**src/rtl/writeback_stage_pkg.sv**
```systemverilog
// Shared widths, source-select encoding and condition-code helper for the
// LC-3 writeback stage and anything that predicts its behaviour.
package writeback_stage_pkg;

    localparam int DATA_W    = 16;
    localparam int NUM_REGS  = 8;
    localparam int REG_IDX_W = $clog2(NUM_REGS);

    typedef enum logic [1:0] {
        WB_ALU = 2'd0,
        WB_MEM = 2'd1,
        WB_PC  = 2'd2,
        WB_NPC = 2'd3
    } wb_src_t;

    localparam int PSR_N = 2;
    localparam int PSR_Z = 1;
    localparam int PSR_P = 0;

    // Exactly one of N/Z/P is set for any value written back.
    function automatic logic [2:0] calc_psr(input logic [DATA_W-1:0] value);
        logic [2:0] cc;
        cc = '0;
        if (value[DATA_W-1]) begin
            cc[PSR_N] = 1'b1;
        end else if (value == '0) begin
            cc[PSR_Z] = 1'b1;
        end else begin
            cc[PSR_P] = 1'b1;
        end
        return cc;
    endfunction

endpackage

```
**src/rtl/writeback_regfile.sv**
```systemverilog
// General register file: one write port, two registered read ports that see
// a same-cycle write (write-first), synchronous active-high reset.
module writeback_regfile
    import writeback_stage_pkg::*;
#(
    parameter int NREGS = NUM_REGS,
    parameter int W     = DATA_W,
    parameter int IW    = REG_IDX_W
) (
    input  logic          clock,
    input  logic          reset,
    input  logic          we_i,
    input  logic [IW-1:0] waddr_i,
    input  logic [W-1:0]  wdata_i,
    input  logic [IW-1:0] raddr1_i,
    input  logic [IW-1:0] raddr2_i,
    output logic [W-1:0]  rdata1_o,
    output logic [W-1:0]  rdata2_o
);

    logic [W-1:0] rf_q [NREGS];
    logic [W-1:0] rdata1_q, rdata1_d;
    logic [W-1:0] rdata2_q, rdata2_d;

    // A write landing on the register being read must be visible at once,
    // otherwise the consumer would see the stale value for a cycle.
    always_comb begin
        rdata1_d = rf_q[raddr1_i];
        rdata2_d = rf_q[raddr2_i];
        if (we_i && (waddr_i == raddr1_i)) begin
            rdata1_d = wdata_i;
        end
        if (we_i && (waddr_i == raddr2_i)) begin
            rdata2_d = wdata_i;
        end
    end

    always_ff @(posedge clock) begin
        if (reset) begin
            for (int i = 0; i < NREGS; i++) begin
                rf_q[i] <= '0;
            end
            rdata1_q <= '0;
            rdata2_q <= '0;
        end else begin
            if (we_i) begin
                rf_q[waddr_i] <= wdata_i;
            end
            rdata1_q <= rdata1_d;
            rdata2_q <= rdata2_d;
        end
    end

    assign rdata1_o = rdata1_q;
    assign rdata2_o = rdata2_q;

endmodule

```
**src/rtl/writeback_stage.sv**
```systemverilog
// LC-3 writeback stage: picks the retiring result, writes the register file
// and updates the N/Z/P condition codes.
module writeback_stage
    import writeback_stage_pkg::*;
(
    input  logic                 clock,
    input  logic                 reset,
    input  logic                 enable_writeback,
    input  logic [1:0]           W_Control,
    input  logic [DATA_W-1:0]    aluout,
    input  logic [DATA_W-1:0]    memout,
    input  logic [DATA_W-1:0]    pcout,
    input  logic [DATA_W-1:0]    npc,
    input  logic [REG_IDX_W-1:0] dr,
    input  logic [REG_IDX_W-1:0] sr1,
    input  logic [REG_IDX_W-1:0] sr2,
    output logic [DATA_W-1:0]    VSR1,
    output logic [DATA_W-1:0]    VSR2,
    output logic [2:0]           psr
);

    logic [DATA_W-1:0] dr_in;
    logic [2:0]        psr_q, psr_d;

    always_comb begin
        dr_in = aluout;
        case (wb_src_t'(W_Control))
            WB_ALU: dr_in = aluout;
            WB_MEM: dr_in = memout;
            WB_PC:  dr_in = pcout;
            WB_NPC: dr_in = npc;
        endcase
    end

    // Condition codes only move with a real write; 000 marks "nothing written yet".
    always_comb begin
        psr_d = psr_q;
        if (enable_writeback) begin
            psr_d = calc_psr(dr_in);
        end
    end

    always_ff @(posedge clock) begin
        if (reset) begin
            psr_q <= '0;
        end else begin
            psr_q <= psr_d;
        end
    end

    writeback_regfile u_regfile (
        .clock    (clock),
        .reset    (reset),
        .we_i     (enable_writeback),
        .waddr_i  (dr),
        .wdata_i  (dr_in),
        .raddr1_i (sr1),
        .raddr2_i (sr2),
        .rdata1_o (VSR1),
        .rdata2_o (VSR2)
    );

    assign psr = psr_q;

endmodule

```
**config.mk**
```make
export PLATFORM = sky130hd
export DESIGN_NAME = writeback_stage
export DESIGN_NICKNAME = d
export VERILOG_FILES = /design/src/rtl/writeback_stage_pkg.sv /design/src/rtl/writeback_regfile.sv /design/src/rtl/writeback_stage.sv
export SDC_FILE = /design/constraint.sdc
export NUM_CORES = 1
export LEC_CHECK = 0
export CORE_MARGIN = 3
export CORE_UTILIZATION = 45
export CTS_CLUSTER_SIZE = 25
export DETAILED_ROUTE_END_ITERATION = 12
export HOLD_SLACK_MARGIN = 0.08
export PLACE_DENSITY = 0.67
export SLEW_MARGIN = 20
export SYNTH_ARGS = -nofsm -noshare
export SYNTH_HDL_FRONTEND = slang
export SYNTH_SLANG_ARGS = --single-unit
```
**constraint.sdc**
```tcl
create_clock -name clock -period 3.95 [get_ports clock]
set_clock_uncertainty 0.15 [all_clocks]
set_input_delay 0.79 -clock clock [delete_from_list [all_inputs] [get_ports clock]]
set_output_delay 0.79 -clock clock [all_outputs]
set_load 0.01 [all_outputs]
```
=== Yosys cells after proc, flatten, opt, wreduce, memory -nomap -nowiden ===
Memory sizes are Yosys's and may differ from the RTL's. A register that Yosys moved wholly into a read port is not among the register bits.
Index checks and enable logic that the tools add are counted.

* RAM bits: 128
* Bits in read-only memories: 0
* Register bits: 3
* Memories kept: 1
* Word-level logic and storage cells: 21
* Bits in latches: 0
* Bits of input ports: 78

* Equal/unequal tests: 3
* Add/sub/neg operators: 0
* $mul: 0
* Reduce and logical (&&, ||, !) cells: 3
* Mux-type cells: 13
* Order comparisons: 0
* Shift operators: 0
* Div/mod/pow operators: 0
* Bitwise logic cells: 0

{| class="wikitable"
|+ Memory list
! name !! words !! width !! rd ports !! clocked after memory_dff !! wr ports !! line !! text
|-
| u_regfile.rf_q || 8 || 16 || 2 || 2 || 8 || writeback_regfile.sv:21 || <nowiki>logic [W-1:0] rf_q [NREGS];</nowiki>
|}

{| class="wikitable"
|+ Operators with widths
! cell !! count
|-
| case mux 16 bit (4 select lines) || 1
|-
| zero test 16 bit || 1
|-
| 2-to-1 mux 16 bit || 1
|-
| OR reduction 16 bit || 1
|-
| 2-to-1 mux 1 bit || 9
|-
| equality test 2 bit, second input constant || 2
|-
| 2-to-1 mux 3 bit || 1
|-
| equality test 2 x 1 -> 1 bit, second input constant || 1
|-
| zero test 2 bit || 1
|-
| 2-to-1 mux 2 bit || 1
|}

=== Logic depth before layout (Yosys ltp) ===
* Depth after elaboration: 5
* Gate-level depth with buffers: 7
* Gate-level depth less buffers: 4

=== Modules after synthesis ===
A second synthesis with hierarchy kept.

* Cell total of the unflattened synthesis: 624
* Area, all modules: 8605.8 µm²

{| class="wikitable"
|+ Modules (own cells, without submodules)
! module !! instances !! area each (µm²) !! seq. area each (µm²) !! cells an instance
|-
| writeback_regfile || 1 || 8000.2 || 4484.3 || 588
|-
| writeback_stage || 1 || 605.6 || 60.1 || 36
|}

=== Worst setup path after synthesis ===
Ideal clock, no wire load.

* Kind: input -> register
* From: input port reset
* To: memory u_regfile.rf_q[7][0] (netlist bit) (enable)
* Path slack: 1.358 ns
* Arrival time: 2.068 ns
* Cell stages on the path: 6
* Setup time: 0.375 ns
* Buffers on the path: 2
* Path through: clkbuf_1 -> nor2b_1 -> and2_1 -> clkbuf_1 -> nand3_1 -> nand2b_1

{| class="wikitable"
|+ RTL lines
! element !! line !! text
|-
| start: declaration || writeback_stage.sv:7 || <nowiki>input logic reset,</nowiki>
|-
| end: declaration || writeback_regfile.sv:21 ||
|}

=== Final worst setup path ===
* From: input port W_Control[0]
* To: register psr_q[0] (netlist: psr[0])

* Cells in the longest elaborated chain, start to end: 5
* Elaborated cells between the ends (all ways): 8
* Classes of those cells: eq/ne: 3; mux: 3; reduce/logical: 2

{| class="wikitable"
|+ RTL lines
! element !! line !! text
|-
| start: declaration || writeback_stage.sv:9 || <nowiki>input logic [1:0] W_Control,</nowiki>
|-
| equality test 2 bit (tied with other cells) || writeback_stage.sv:27 || <nowiki>case (wb_src_t'(W_Control))</nowiki>
|-
| case mux 16 bit (4 select lines) (*) || writeback_stage.sv:27 ||
|-
| zero test 16 bit || writeback_stage_pkg.sv:26 || <nowiki>end else if (value == '0) begin</nowiki>
|-
| 2-to-1 mux 1 bit || writeback_stage_pkg.sv:26 ||
|-
| 2-to-1 mux 2 bit (*) || writeback_stage_pkg.sv:24 || <nowiki>if (value[DATA_W-1]) begin</nowiki>
|-
| end signal: assignment || writeback_stage.sv:47 || <nowiki>psr_q <= psr_d;</nowiki>
|-
| end: declaration || writeback_stage.sv:23 || <nowiki>logic [2:0] psr_q, psr_d;</nowiki>
|}

Mark *: on every way between the ends. The rest lies on a longest branch, timed or not.
A chain may end at the register's enable or synchronous reset.

==> reports/qor.txt <==
Placed Area = 0.00992 mm^2
Port Buf Inserts = 112
Syn Area/Cell = 13.7 um^2
Power Density = 412 mW/mm^2
WP data arrival = 2.98 ns
Pins Over Slew Limit = 0
Post-Synth Adder-Cell Area = 0%
mux cell area share after synthesis = 29.5%
Synth Cell Area = 0.00853 mm^2
CTS tree = built
clock slew seen by the registers of the worst setup and hold paths = 0.06 ns
Nets = 814
Ys Warns = 0
CP endpoint kind = flop
Fmax = 356 MHz
DRT iter0 DRCs = 583
flops & latches, synth = 163
Via density = 6.22
Max Buffers Root-to-Sink = 2
Synth Instances = 625
Synth Area in XOR/XNOR = 0.616%
Final Critical Period = 2.81 ns
Fillers = 1436
commonest non-fill, non-tap cell in the layout = nor2_1
Detailed Place HPWL = 16700 um
initial antenna violation count = 0
main combinational cell family by area after synthesis = multiplexers
status = complete, no violations
first-pass GRT wire length = 35600 um
worst hold path type = flop to flop
Slowest-stage cell, CP = mux4_2
Finish-stage setup viols = 0
Area growth syn-to-layout = 22.7%
RSZ-0062 raised after global routing = false
post-layout util = 57.3%
share of cells above drive strength 1 = 18.7%
GRT Overall Usage = 23.5%
TritonCTS Buffers = 17
grt peak-use layer = met2
Post-Route WL = 24100 um
clk_lat worst skew = 0.43 ns
Max IR drop VDD = 0.000310 V
Wirelength per Cell = 24.7 um
Initial Utilization = 46.7%
met2 Usage GRT = 38.3%
Slew @ Worst Pin = 0.884 ns
largest net degree at the start of global routing = 43
Area contributors post-synth = edfxtp_1 (45%), mux4_2 (18%), dfxtp_1 (8.2%)
area of the multi-input gates = 0.00375 mm^2
Die X = 144 um
WS Path Type = input port to flop
area leader, netlist = edfxtp_1
worst path cell trace = buf_2 > buf_4 > mux4_2 > nor4_2 > nand4_1 > a32o_2
met3 Resource Use GR = 6.29%
Fin. Hold Viols = 0
setup_tns = 0 ns
H-Tree Depth = 4
Die ar. = 0.0207 mm^2
post-cts sizing count = 0
CTS Hold Buffers Added = 0
max_cap viols = 0
Synth Net Count = 703
Congestion Overflow GR = 0
DRC Markers = 0
CTS Root Cell = clkbuf_16
most frequent cells in the layout = nor2_1 (164), edfxtp_1 (128), clkdlybuf4s50_1 (108)
Critical Path Max Stage Delay = 0.58 ns
Register Area = 0.00454 mm^2
Slew HR = 40.7%
Unique masters post-synth = 27
via count = 6080
Worst setup SP type = input port
Die Ht = 144 um
Critical Path RT = 4.12 ns
vias in the first global route = 6080
Clock Sink Count = 163
IO Pins = 113
Seq/Total Area, Yosys = 53.3%
GPL Wtd Cong = 0.818
Static Leakage = 0.00374 uW
core area = 0.0183 mm^2
Final Cell Area = 0.0105 mm^2
Crit Path Max Fanout = 27
row cnt = 49
grt met1 use = 30.8%
Synth Area in Compound Gates = 3.97%
Pre-Repair DR Iteration Count = 5
ANT nets after route = 0
total power = 4310 uW
Diodes inserted = 0
post-synthesis simple-gate area fraction = 9.88%
Synth top area share = 45.0%
Setup Buffers After CTS = 0
period utilization = 71.2%
## metal layers
| layer | routed length (um) | up-vias |
|---|---|---|
| met5 | 0 | - |
| li1 | - | 2616 |
| met4 | 541 | 0 |
| met1 | 9580 | 3040 |
| met3 | 2550 | 35 |
| met2 | 11500 | 389 |
## flip-flops by register name (all words and copies together), names as in the netlist
name and cells:
u_regfile.rf_q 128, psr 3, u_regfile.rdata1_o 16, u_regfile.rdata2_o 16
## synth_stat cells, drive strengths merged
master  instances
nand3           2
clkbuf         35
mux2           16
o21ai          16
mux2i          49
buf            17
mux4           80
o31ai           1
and2            1
nand2          23
nor2          164
edfxtp        128
nand4           3
nor2b           3
nor4            4
a32o            1
dfxtp          35
a211oi         32
xnor2           6
nand2b          9
## area by class of cell
class                           instances  area share (%)
Clock buffer                           21            4.21
Clock inverter                         11            1.04
Multi-Input combinational cell        410            35.8
Sequential cell                       163            43.4
Timing Repair Buffer                  144            12.8
Tap cell                              229            2.74
## kinds of logic (layout without fill, tap and decap cells)
family	after synthesis	count (layout)
AOI/OAI and AO/OA	50	50
buffers and inverters	52	176
DFF	163	163
xor gates and xnor gates	6	6
and+or+nand+nor	209	209
muxes	145	145
## worst max-delay path: cells and delay by family
kind                   cells  cell delay, ns
muxes                      1            0.58
buffers and inverters      2            0.89
and+or+nand+nor            2            0.39
AOI/OAI and AO/OA          1            0.30
## final timing paths
| check | start | end | slack (ns) | depth (start not counted) |
|---|---|---|---|---|
| max reg2reg | u_regfile.rf_q[7][0] | u_regfile.rdata1_o[0] | 2.24 | 3 |
| min reg2reg | psr[1] | psr[1] | 0.32 | 2 |
| max | W_Control[0] | psr[0] | 1.14 | 6 |
| min | psr[1] | psr[1] | 0.32 | 2 |
## report_power, final
part	switching, uW	internal [uW]	total (uW)
Combinational	343	357	700
Sequential	62.2	1980	2040
Clock	654	922	1580
## metrics by stage
step	std cells	setup slack [ns]	hold WS, ns
final	978	1.14	0.319
after global routing	978	1.07	0.365
after CTS	978	1.16	0.318
after detailed placement	946	0.702	0.308
after global placement	946	0.774	0.289
after floorplan	625	1.36	0.328
Note: power is estimated with default switching activity, not from simulation.
